$ cat src/rtl/write_back_buffer_pkg.sv
// Shared definitions for the write-back buffer: default line geometry and the
// push/pop operation encoding used to update the occupancy count.
package write_back_buffer_pkg;

    localparam int LINE_ASIZE = 12;
    localparam int LINE_DSIZE = 256;

    typedef enum logic [1:0] {
        OP_IDLE = 2'b00,
        OP_POP  = 2'b01,
        OP_PUSH = 2'b10,
        OP_BOTH = 2'b11
    } wbb_op_e;

endpackage

$ cat src/rtl/write_back_buffer_if.sv
// Bus bundle between the cache/memory side (master) and the write-back buffer
// (slave): eviction handshake, refill lookup and memory drain port.
interface write_back_buffer_if #(
    parameter int DEPTH = 4,
    parameter int AW    = 12,
    parameter int LW    = 256
);
    localparam int CW = $clog2(DEPTH) + 1;

    logic          wb_valid;
    logic [AW-1:0] wb_addr;
    logic [LW-1:0] wb_data;
    logic          wb_ready;
    logic [AW-1:0] fetch_addr;
    logic [LW-1:0] fetch_data;
    logic [AW-1:0] mem_raddr;
    logic [LW-1:0] mem_read_data;
    logic          mem_wen;
    logic          mem_ready;
    logic [AW-1:0] mem_waddr;
    logic [LW-1:0] mem_wdata;
    logic [CW-1:0] count;

    modport master (
        output wb_valid, wb_addr, wb_data, fetch_addr, mem_read_data, mem_ready,
        input  wb_ready, fetch_data, mem_raddr, mem_wen, mem_waddr, mem_wdata, count
    );

    modport slave (
        input  wb_valid, wb_addr, wb_data, fetch_addr, mem_read_data, mem_ready,
        output wb_ready, fetch_data, mem_raddr, mem_wen, mem_waddr, mem_wdata, count
    );

endinterface

$ cat src/rtl/write_back_buffer_match.sv
// DEPTH-way line address compare; among all valid matching entries the one
// closest to the tail (newest) wins.
module wbb_match #(
    parameter int DEPTH = 4,
    parameter int AW    = 12
) (
    input  logic [DEPTH-1:0]         valid_i,
    input  logic [AW-1:0]            addr_i [DEPTH],
    input  logic [AW-1:0]            key_i,
    input  logic [$clog2(DEPTH)-1:0] newest_i,
    output logic                     hit_o,
    output logic [$clog2(DEPTH)-1:0] idx_o
);
    localparam int PW = $clog2(DEPTH);

    logic [PW-1:0] slot_s;

    // Walk oldest to newest so a later (newer) match overrides an earlier one.
    always_comb begin
        hit_o  = 1'b0;
        idx_o  = '0;
        slot_s = '0;
        for (int k = DEPTH - 1; k >= 0; k--) begin
            slot_s = newest_i - PW'(k);
            if (valid_i[slot_s] && (addr_i[slot_s] == key_i)) begin
                hit_o = 1'b1;
                idx_o = slot_s;
            end else begin
                hit_o = hit_o;
            end
        end
    end

endmodule

$ cat src/rtl/write_back_buffer.sv
// Circular write-back buffer: coalesces evictions into pending non-head lines,
// drains the head to memory and forwards buffered lines to refills.
module write_back_buffer
    import write_back_buffer_pkg::*;
#(
    parameter int DEPTH = 4,
    parameter int AW    = LINE_ASIZE,
    parameter int LW    = LINE_DSIZE
) (
    input  logic               clk,
    input  logic               rst,
    write_back_buffer_if.slave bus
);
    localparam int PW = $clog2(DEPTH);
    localparam int CW = PW + 1;

    logic [PW-1:0]    head_q, head_d;
    logic [PW-1:0]    tail_q, tail_d;
    logic [CW-1:0]    count_q, count_d;
    logic [DEPTH-1:0] valid_q, valid_d;
    logic [AW-1:0]    addr_q [DEPTH];
    logic [LW-1:0]    data_q [DEPTH];

    logic             wb_ready_s;
    logic             push_s;
    logic             pop_s;
    logic             alloc_s;
    logic [DEPTH-1:0] head_mask_s;
    logic [DEPTH-1:0] coal_valid_s;
    logic [PW-1:0]    newest_s;
    logic             coal_hit_s;
    logic [PW-1:0]    coal_idx_s;
    logic             fwd_hit_s;
    logic [PW-1:0]    fwd_idx_s;
    wbb_op_e          op_s;

    assign wb_ready_s   = (count_q < CW'(DEPTH));
    assign push_s       = bus.wb_valid && wb_ready_s;
    assign pop_s        = (count_q != CW'(0)) && bus.mem_ready;
    assign alloc_s      = push_s && !coal_hit_s;
    assign newest_s     = tail_q - PW'(1);
    assign coal_valid_s = valid_q & ~head_mask_s;
    assign op_s         = wbb_op_e'({alloc_s, pop_s});

    // One-hot of the head slot; the head may be draining so it never coalesces.
    always_comb begin
        head_mask_s         = '0;
        head_mask_s[head_q] = 1'b1;
    end

    wbb_match #(.DEPTH(DEPTH), .AW(AW)) u_coalesce (
        .valid_i  (coal_valid_s),
        .addr_i   (addr_q),
        .key_i    (bus.wb_addr),
        .newest_i (newest_s),
        .hit_o    (coal_hit_s),
        .idx_o    (coal_idx_s)
    );

    wbb_match #(.DEPTH(DEPTH), .AW(AW)) u_forward (
        .valid_i  (valid_q),
        .addr_i   (addr_q),
        .key_i    (bus.fetch_addr),
        .newest_i (newest_s),
        .hit_o    (fwd_hit_s),
        .idx_o    (fwd_idx_s)
    );

    // Next-state for pointers, valid bits and occupancy.
    always_comb begin
        head_d  = head_q;
        tail_d  = tail_q;
        valid_d = valid_q;
        count_d = count_q;
        if (alloc_s) begin
            valid_d[tail_q] = 1'b1;
            tail_d          = tail_q + PW'(1);
        end else begin
            tail_d = tail_q;
        end
        if (pop_s) begin
            valid_d[head_q] = 1'b0;
            head_d          = head_q + PW'(1);
        end else begin
            head_d = head_q;
        end
        case (op_s)
            OP_PUSH: count_d = count_q + CW'(1);
            OP_POP:  count_d = count_q - CW'(1);
            OP_BOTH: count_d = count_q;
            OP_IDLE: count_d = count_q;
            default: count_d = count_q;
        endcase
    end

    // Control state register; reset discards all buffered lines.
    always_ff @(posedge clk) begin
        if (rst) begin
            head_q  <= '0;
            tail_q  <= '0;
            count_q <= '0;
            valid_q <= '0;
        end else begin
            head_q  <= head_d;
            tail_q  <= tail_d;
            count_q <= count_d;
            valid_q <= valid_d;
        end
    end

    // Line storage; contents are meaningless while the valid bit is clear.
    always_ff @(posedge clk) begin
        if (push_s) begin
            if (coal_hit_s) begin
                data_q[coal_idx_s] <= bus.wb_data;
            end else begin
                addr_q[tail_q] <= bus.wb_addr;
                data_q[tail_q] <= bus.wb_data;
            end
        end
    end

    // Refill source: the eviction being accepted now beats anything stored.
    always_comb begin
        bus.fetch_data = bus.mem_read_data;
        if (push_s && (bus.wb_addr == bus.fetch_addr)) begin
            bus.fetch_data = bus.wb_data;
        end else if (fwd_hit_s) begin
            bus.fetch_data = data_q[fwd_idx_s];
        end else begin
            bus.fetch_data = bus.mem_read_data;
        end
    end

    assign bus.wb_ready  = wb_ready_s;
    assign bus.mem_raddr = bus.fetch_addr;
    assign bus.mem_wen   = (count_q != CW'(0));
    assign bus.mem_waddr = addr_q[head_q];
    assign bus.mem_wdata = data_q[head_q];
    assign bus.count     = count_q;

endmodule

$ cat src/flat_wrapper.sv
// flat-port wrapper written by rule: the top's interface ports become plain ports
module write_back_buffer_flat import write_back_buffer_pkg::*;
#(
    parameter int DEPTH = 4,
    parameter int AW    = LINE_ASIZE,
    parameter int LW    = LINE_DSIZE
)
  (clk, rst, bus_wb_valid, bus_wb_addr, bus_wb_data, bus_fetch_addr, bus_mem_read_data, bus_mem_ready, bus_wb_ready, bus_fetch_data, bus_mem_raddr, bus_mem_wen, bus_mem_waddr, bus_mem_wdata, bus_count);
  write_back_buffer_if #(.DEPTH(DEPTH), .AW(AW), .LW(LW)) bus_i ();
  input  logic clk;
  input  logic rst;
  input wire logic [$bits(bus_i.wb_valid)-1:0] bus_wb_valid;
  input wire logic [$bits(bus_i.wb_addr)-1:0] bus_wb_addr;
  input wire logic [$bits(bus_i.wb_data)-1:0] bus_wb_data;
  input wire logic [$bits(bus_i.fetch_addr)-1:0] bus_fetch_addr;
  input wire logic [$bits(bus_i.mem_read_data)-1:0] bus_mem_read_data;
  input wire logic [$bits(bus_i.mem_ready)-1:0] bus_mem_ready;
  output wire logic [$bits(bus_i.wb_ready)-1:0] bus_wb_ready;
  output wire logic [$bits(bus_i.fetch_data)-1:0] bus_fetch_data;
  output wire logic [$bits(bus_i.mem_raddr)-1:0] bus_mem_raddr;
  output wire logic [$bits(bus_i.mem_wen)-1:0] bus_mem_wen;
  output wire logic [$bits(bus_i.mem_waddr)-1:0] bus_mem_waddr;
  output wire logic [$bits(bus_i.mem_wdata)-1:0] bus_mem_wdata;
  output wire logic [$bits(bus_i.count)-1:0] bus_count;
  assign bus_i.wb_valid = bus_wb_valid;
  assign bus_i.wb_addr = bus_wb_addr;
  assign bus_i.wb_data = bus_wb_data;
  assign bus_i.fetch_addr = bus_fetch_addr;
  assign bus_i.mem_read_data = bus_mem_read_data;
  assign bus_i.mem_ready = bus_mem_ready;
  assign bus_wb_ready = bus_i.wb_ready;
  assign bus_fetch_data = bus_i.fetch_data;
  assign bus_mem_raddr = bus_i.mem_raddr;
  assign bus_mem_wen = bus_i.mem_wen;
  assign bus_mem_waddr = bus_i.mem_waddr;
  assign bus_mem_wdata = bus_i.mem_wdata;
  assign bus_count = bus_i.count;
  write_back_buffer #(.DEPTH(DEPTH), .AW(AW), .LW(LW)) u_core (.clk(clk), .rst(rst), .bus(bus_i));
endmodule
$ cat config.mk
export PLATFORM = sky130hd
export DESIGN_NAME = write_back_buffer_flat
export DESIGN_NICKNAME = d
export VERILOG_FILES = /design/src/rtl/write_back_buffer_pkg.sv /design/src/rtl/write_back_buffer_if.sv /design/src/rtl/write_back_buffer_match.sv /design/src/rtl/write_back_buffer.sv /design/src/flat_wrapper.sv
export SDC_FILE = /design/constraint.sdc
export NUM_CORES = 2
export LEC_CHECK = 0
export ABC_CLOCK_PERIOD_IN_PS = 38000
export CAP_MARGIN = 40
export CORE_AREA = 2 2 421 423
export CTS_CLUSTER_DIAMETER = 80
export CTS_CLUSTER_SIZE = 24
export DETAILED_ROUTE_END_ITERATION = 8
export DIE_AREA = 0 0 423 425
export PLACE_DENSITY_LB_ADDON = 0.12
export RECOVER_POWER = 50
export SLEW_MARGIN = 20
export SYNTH_ARGS = -nofsm -noshare
export SYNTH_HDL_FRONTEND = slang
export SYNTH_SLANG_ARGS = --single-unit
$ cat constraint.sdc
create_clock -name clk -period 38 [get_ports clk]
set_input_delay 5.7 -clock clk [delete_from_list [all_inputs] [get_ports clk]]
set_output_delay 5.7 -clock clk [all_outputs]
set_load 0.01 [all_outputs]
Word-level counts from Yosys, hierarchy flattened. Memories as Yosys holds them, arrays and structs flattened. A register that Yosys moved wholly into a read port is not among the register bits. Index checks and enable logic that the tools add are counted.

RAM bits: 1024. Logic and storage cells: 147. Bits in registers: 59. Memories kept: 1. Output and inout port bits: 541.

Memory list: u_core.data_q (words 4, bits a word 256, rd ports 2, clocked after memory_dff 1, write ports 1, line write_back_buffer.sv:22) `logic [LW-1:0] data_q [DEPTH];`.

Muxes and demuxes: 70. Reductions and logical operators: 21. Bitwise gates (word level): 11. Magnitude comparators: 16. Equality and inequality tests: 12. $add $sub $neg: 8.

Operators by type and width (number): 2-to-1 mux 256 bit (3); OR reduction 256 bit (1); 2-to-1 mux 12 bit (11); binary-select mux 12 bit (select 2 bit) (5); == test 12 bit (9); bitwise mux 48 bit (1); 2-to-1 mux 1 bit (25); demux 12 bit (select 2 bit) (1); 2-to-1 mux 2 bit (11); greater-or-equal comparator 3 bit (second input constant) (6); less-than comparator 2 x 3 -> 1 bit (second input constant) (6); inverter 2 -> 3 bit (6); binary-select mux 1 bit (select 2 bit) (8); logical AND 1 bit (15); bitwise AND 4 bit (2); 2-to-1 mux 4 bit (2); one-hot mux 3 bit (2 select lines) (1); adder 2 x 1 -> 2 bit (second input constant) (2); demux 1 bit (select 2 bit) (2); == test 2 bit (second input constant) (2); greater-or-equal comparator 2 x 1 -> 1 bit (second input constant) (2); inverter 4 bit (1); bitwise OR 4 bit (1); subtractor 2 x 1 -> 2 bit (second input constant) (2); other kinds (12) (13).

Depth between registers and ports, before layout.
Depth after elaboration: 18. Depth in mapped cells: 24. Gate-level depth less buffers: 15.

By module. A second synthesis with hierarchy kept.

Cell total of the unflattened synthesis: 2814. Area total of the unflattened synthesis: 56775.7 um^2.

Modules (own cells, without submodules): write_back_buffer (times used 1, cells each 2400, area each 52639.2 um^2); wbb_match (times used 2, cells each 207, area each 2068.2 um^2).

Least setup slack after synthesis. OpenSTA, ideal clock, no wires.

Kind: input-to-reg. Start: input bus_wb_addr[4]. End: memory u_core.data_q[3][0], enable pin. Setup time: 877 ps. Stages: 10. Data arrival time: 18247 ps. Slack: 18876 ps. Required time: 37123 ps. Path through: clkbuf_1 -> xnor2_1 -> nand4_1 -> or4_1 -> nor2b_1 -> nor4b_1 -> inv_1 -> o221ai_1 -> a211oi_1 -> nor2_1.

Longest elaborated chain between the ends: 11.

Ends and longest elaborated chain: from (decl) (line flat_wrapper.sv:13) `input wire logic [$bits(bus_i.wb_addr)-1:0] bus_wb_addr;`; == test 12 bit (line write_back_buffer_match.sv:25) `if (valid_i[slot_s] && (addr_i[slot_s] == key_i)) begin`; logical AND 1 bit (line write_back_buffer_match.sv:25); 2-to-1 mux 1 bit (4 in a row) (line write_back_buffer_match.sv:25); 2-to-1 mux 1 bit (line write_back_buffer.sv:114) `if (coal_hit_s) begin`; 2-to-1 mux 1 bit (line write_back_buffer.sv:113) `if (push_s) begin`; 2-to-1 mux 1 bit (implied by the code) (line write_back_buffer.sv:118) `data_q[tail_q] <= bus.wb_data;`; OR reduction 256 bit (no source line); 2-to-1 mux 2 bit (no source line) or 2-to-1 mux 1 bit (tied branches); to (decl) (line write_back_buffer.sv:22).

Several ways; a longest one is shown, not always the timed one.

Final worst setup path.
Start: input bus_fetch_addr[2]. End: output bus_fetch_data[126].

Longest elaborated chain between the ends: 9.

Ends and longest elaborated chain: from (decl) (line flat_wrapper.sv:15) `input wire logic [$bits(bus_i.fetch_addr)-1:0] bus_fetch_addr;`; == test 12 bit (line write_back_buffer_match.sv:25); logical AND 1 bit (line write_back_buffer_match.sv:25); 2-to-1 mux 2 bit (4 in a row) (line write_back_buffer_match.sv:25); memory (4 x 256 bit); 2-to-1 mux 256 bit (line write_back_buffer.sv:128) `end else if (fwd_hit_s) begin`; 2-to-1 mux 256 bit (*) (line write_back_buffer.sv:126) `if (push_s && (bus.wb_addr == bus.fetch_addr)) begin`; to (decl) (line flat_wrapper.sv:19) `output wire logic [$bits(bus_i.fetch_data)-1:0] bus_fetch_data;`.

Mark *: on every way between the ends. The rest lies on a longest branch, timed or not.

==> impl_metrics.json <==
{
  "synth_edf_count": 1072,
  "htree_levels": 3,
  "numCtsBuffers": 79,
  "dieHeight_um": 425,
  "cpMaxStageDelayCell": "buf_4",
  "cts-hold-fix-buffers": 0,
  "clock_latency_ns": 0.73,
  "cts-root-buf": "clkbuf_16",
  "rsz0062_at_grt": "false",
  "synth_ff_type": "edfxtp_1",
  "grt_max_degree": 169,
  "rr_startpoint": "u_core.tail_q[0]",
  "critPathLaunchType": "input pin",
  "gp_congestion": 0.908,
  "switching_power_mw": 1.47,
  "syn-cell-area_um2": 64100,
  "ctsLongestPathBuffers": 3,
  "post-route-period-util_pct": 46.9,
  "grt_first_pass_wirelength_mm": 352,
  "ant_nets": 0,
  "whs_path_depth": 2,
  "switching_share_pct": 36.1,
  "worstPathRequired_ns": 32.30,
  "power_mw": 4.07,
  "clock_sinks": 1085,
  "worst_ep_arrival_time_ns": 12.14,
  "grt_pass1_vias": 46000,
  "portBuffers": 1080,
  "nNetsFinal": 5640,
  "reg2reg_to": "u_core.data_q[2][194]",
  "synthArstFlopShare_pct": 0,
  "reg2reg_slack_ns": 25.08,
  "dr.first_iter.drc_count": 3784,
  "hold_violations": 0,
  "syn_nets": 4825,
  "wl_per_cell_um": 33.2,
  "dpl.hpwl_mm": 166,
  "crit_buf_inv": 5,
  "layout_commonest_cell": "edfxtp_1",
  "fp.dieW_um": 423,
  "layout-drive-gt1-share_pct": 25.1,
  "fin_cells": 7523,
  "viasPerCell": 6.17,
  "nFillCells": 15700,
  "crit_top_cell": "buf_4",
  "min_from": "u_core.bus.count[1]",
  "clkTransAtPathRegs_ns": 0.08,
  "synth-seq-area-share_pct": 50.6,
  "maxCapViolations": 9,
  "cts_resized": 0,
  "pre_cts_ws_ns": 20.23,
  "p_per_area_nw_per_um2": 51.3,
  "cts_setup_buffers": 0,
  "syn_avg_cell_area_um2": 15.0,
  "worstSetupPathType": "input pin to output pin",
  "yosysWarnings": 0,
  "critPathTopFamily": "buffers and inverters",
  "fmax_mhz": 56.1,
  "p_int_mw": 2.60,
  "worstRegToRegCells": 13,
  "status": "complete, but fails checks",
  "drcViolationCount": 0,
  "crit_path_end_kind": "output pin",
  "initial_core_util_pct": 36.6,
  "synth_cell_types": 69,
  "io_pins": 1081,
  "core-area_um2": 175000,
  "pwr-share-comb_pct": 39.2,
  "antenna_found_initial": 79,
  "layout_min_cycle_time_ns": 17.84,
  "hold_path_class": "register to register",
  "power_leakage_nw": 26.2,
  "syn_to_final_growth_pct": 23.9,
  "slowest_delay_ns": 0.76,
  "vdd_drop_max_mv": 0.0409,
  "hold-path-endpoint": "u_core.bus.count[1]",
  "slew_viol_final": 395,
  "num_rows": 154,
  "path_cells": "clkdlybuf4s50_1 > xnor2_1 > and4_1 > nand4_1 > or4b_1 > or3_1 > o31ai_2 > a2111oi_4 > nand2_8 > buf_4 > buf_4 > buf_4 > o211ai_1 > clkdlybuf4s50_1",
  "setup_ws_ns": 20.16,
  "cts_tree": "yes",
  "track_usage_pct": 26.7,
  "tightest_slew_ns": 9.31,
  "mostFrequentLayoutCells": "edfxtp_1, clkdlybuf4s50_1, o211ai_2, dlygate4sd3_1, mux4_2",
  "vias": 46400,
  "dpl.cell_count": 7347,
  "crit_fanout": 54,
  "max-slew-margin-rel_pct": -521,
  "grt_remaining_overflow": 0,
  "violations": "capacitance limit, slew limit",
  "synthCells": 4275,
  "drtPass1Iterations": 6,
  "power_frac_seq_pct": 37.8,
  "synth_seq_cells": 1085,
  "clock_skew_ns": 0.0386,
  "p_clk_share_pct": 23.0,
  "drt-total-wl_mm": 250,
  "die_area_um2": 180000,
  "setup-tns-final_ns": 0,
  "setup_viol": 0
}
## synthesized netlist by cell type, drive strengths merged (2+ instances only)
library cell / n / share of area, %
edfxtp: 1072 / 50
o211ai: 515 / 9.7
mux4: 308 / 11
mux2i: 292 / 4.6
buf: 287 / 3.5
nand2: 283 / 1.7
mux2: 258 / 4.5
a22oi: 257 / 3.0
o221ai: 257 / 3.5
o22a: 256 / 3.5
clkbuf: 172 / 1.0
xnor2: 96 / 1.3
nor2: 24 / 0.14
nand4: 22 / 0.21
xor2: 19 / 0.26
a21oi: 15 / 0.12
inv: 14 / 0.082
dfxtp: 13 / 0.41
nand3: 13 / 0.10
nor4: 10 / 0.12
ha: 9 / 0.18
nand2b: 9 / 0.10
nor2b: 9 / 0.088
nor3: 7 / 0.062
and2: 6 / 0.059
o21ai: 5 / 0.039
a2111oi: 4 / 0.12
o21a: 4 / 0.047
or3: 4 / 0.039
a211o: 3 / 0.041
nor4b: 3 / 0.064
o22ai: 3 / 0.029
o32ai: 3 / 0.041
or4: 3 / 0.035
a31oi: 2 / 0.020
and4: 2 / 0.027
o2111ai: 2 / 0.027
or2: 2 / 0.020
or3b: 2 / 0.027
## per-stage QoR
step	hold slack (ns)	area, um2	utilization (%)
finish	0.524	79400	45.3
global route	0.577	79400	45.3
CTS	0.525	79400	45.3
detailed placement	0.506	76700	43.7
global placement	0.501	75800	43.2
floorplan	0.463	64100	-
## sequential cells by signal (all words and copies together) (netlist names), named ones only
name / cells
u_core.head_q: 2
u_core.bus.count: 3
u_core.addr_q: 48
u_core.data_q: 1024
u_core.tail_q: 2
u_core.valid_q: 4
## worst max path at each step
stage          cells after the start  slack (ns)                   to         startpoint
6_report                          14       20.16  bus_fetch_data[126]  bus_fetch_addr[2]
5_1_grt                            5       19.53   bus_mem_wdata[204]           register
4_1_cts                           14       20.22  bus_fetch_data[126]  bus_fetch_addr[9]
3_5_place_dp                      14       20.23  bus_fetch_data[126]  bus_fetch_addr[9]
3_3_place_gp                      12       20.11   bus_fetch_data[67]  bus_fetch_addr[0]
2_1_floorplan                     10       18.88  u_core.data_q[3][0]     bus_wb_addr[4]
## area by class of cell
class                   count  area, um2  share of cell area [%]
diodes                     31       77.6                  0.0977
clock buffers              83       2010                    2.54
clock inverters            60        751                   0.945
inverters                  14       60.1                  0.0756
multi-input cells        2717      28800                    36.3
flip-flops and latches   1085      32500                    40.9
well taps                2340       2930                    3.69
repair buffers           1193      12300                    15.5
## cells by family after synthesis
kind of cell / count (synthesis) / synth area share, %
AOI/OAI and AO/OA: 1331 / 20.3
DFF: 1085 / 50.6
muxes: 858 / 19.9
buffers and inverters: 473 / 4.54
and+or+nand+nor: 403 / 2.82
xor gates and xnor gates: 115 / 1.58
adders and majority gates: 10 / 0.207
## worst register-to-register path, cell delays in order, from the launching register on
cell and delay (ns):
dfxtp_4 0.82, inv_8 0.45, ha_4 0.70, buf_4 0.71
mux4_2 0.72, xor2_1 0.17, nor4_1 0.35, nand4_1 0.26
nor4_1 0.60, nor4b_1 0.32, a31o_2 0.17, a211oi_1 0.13
nor2_4 0.18, clkbuf_1 6.23
## power by group through the flow
stage               sequential (mW)  clock [mW]  combinational, mW
detailed placement             1.56           0               1.63
global placement               1.57           0               1.61
floorplan                      1.58           0              0.868
finish                         1.54       0.937               1.59
global route                   1.55        1.00               1.67
CTS                            1.53       0.961               1.64
## layer usage
metal  GRT usage [%]  part of all wire [%]  wire length (um)  up-vias
met5               0                 0.069               172        -
met4            13.8                   5.9             14700       30
met3            4.68                   5.6             14100      492
met2            44.4                    49            122000     1750
met1            33.3                    40             99200    24300
li1                -                     -                 -    19800
Power figures use the tool's default switching activity.
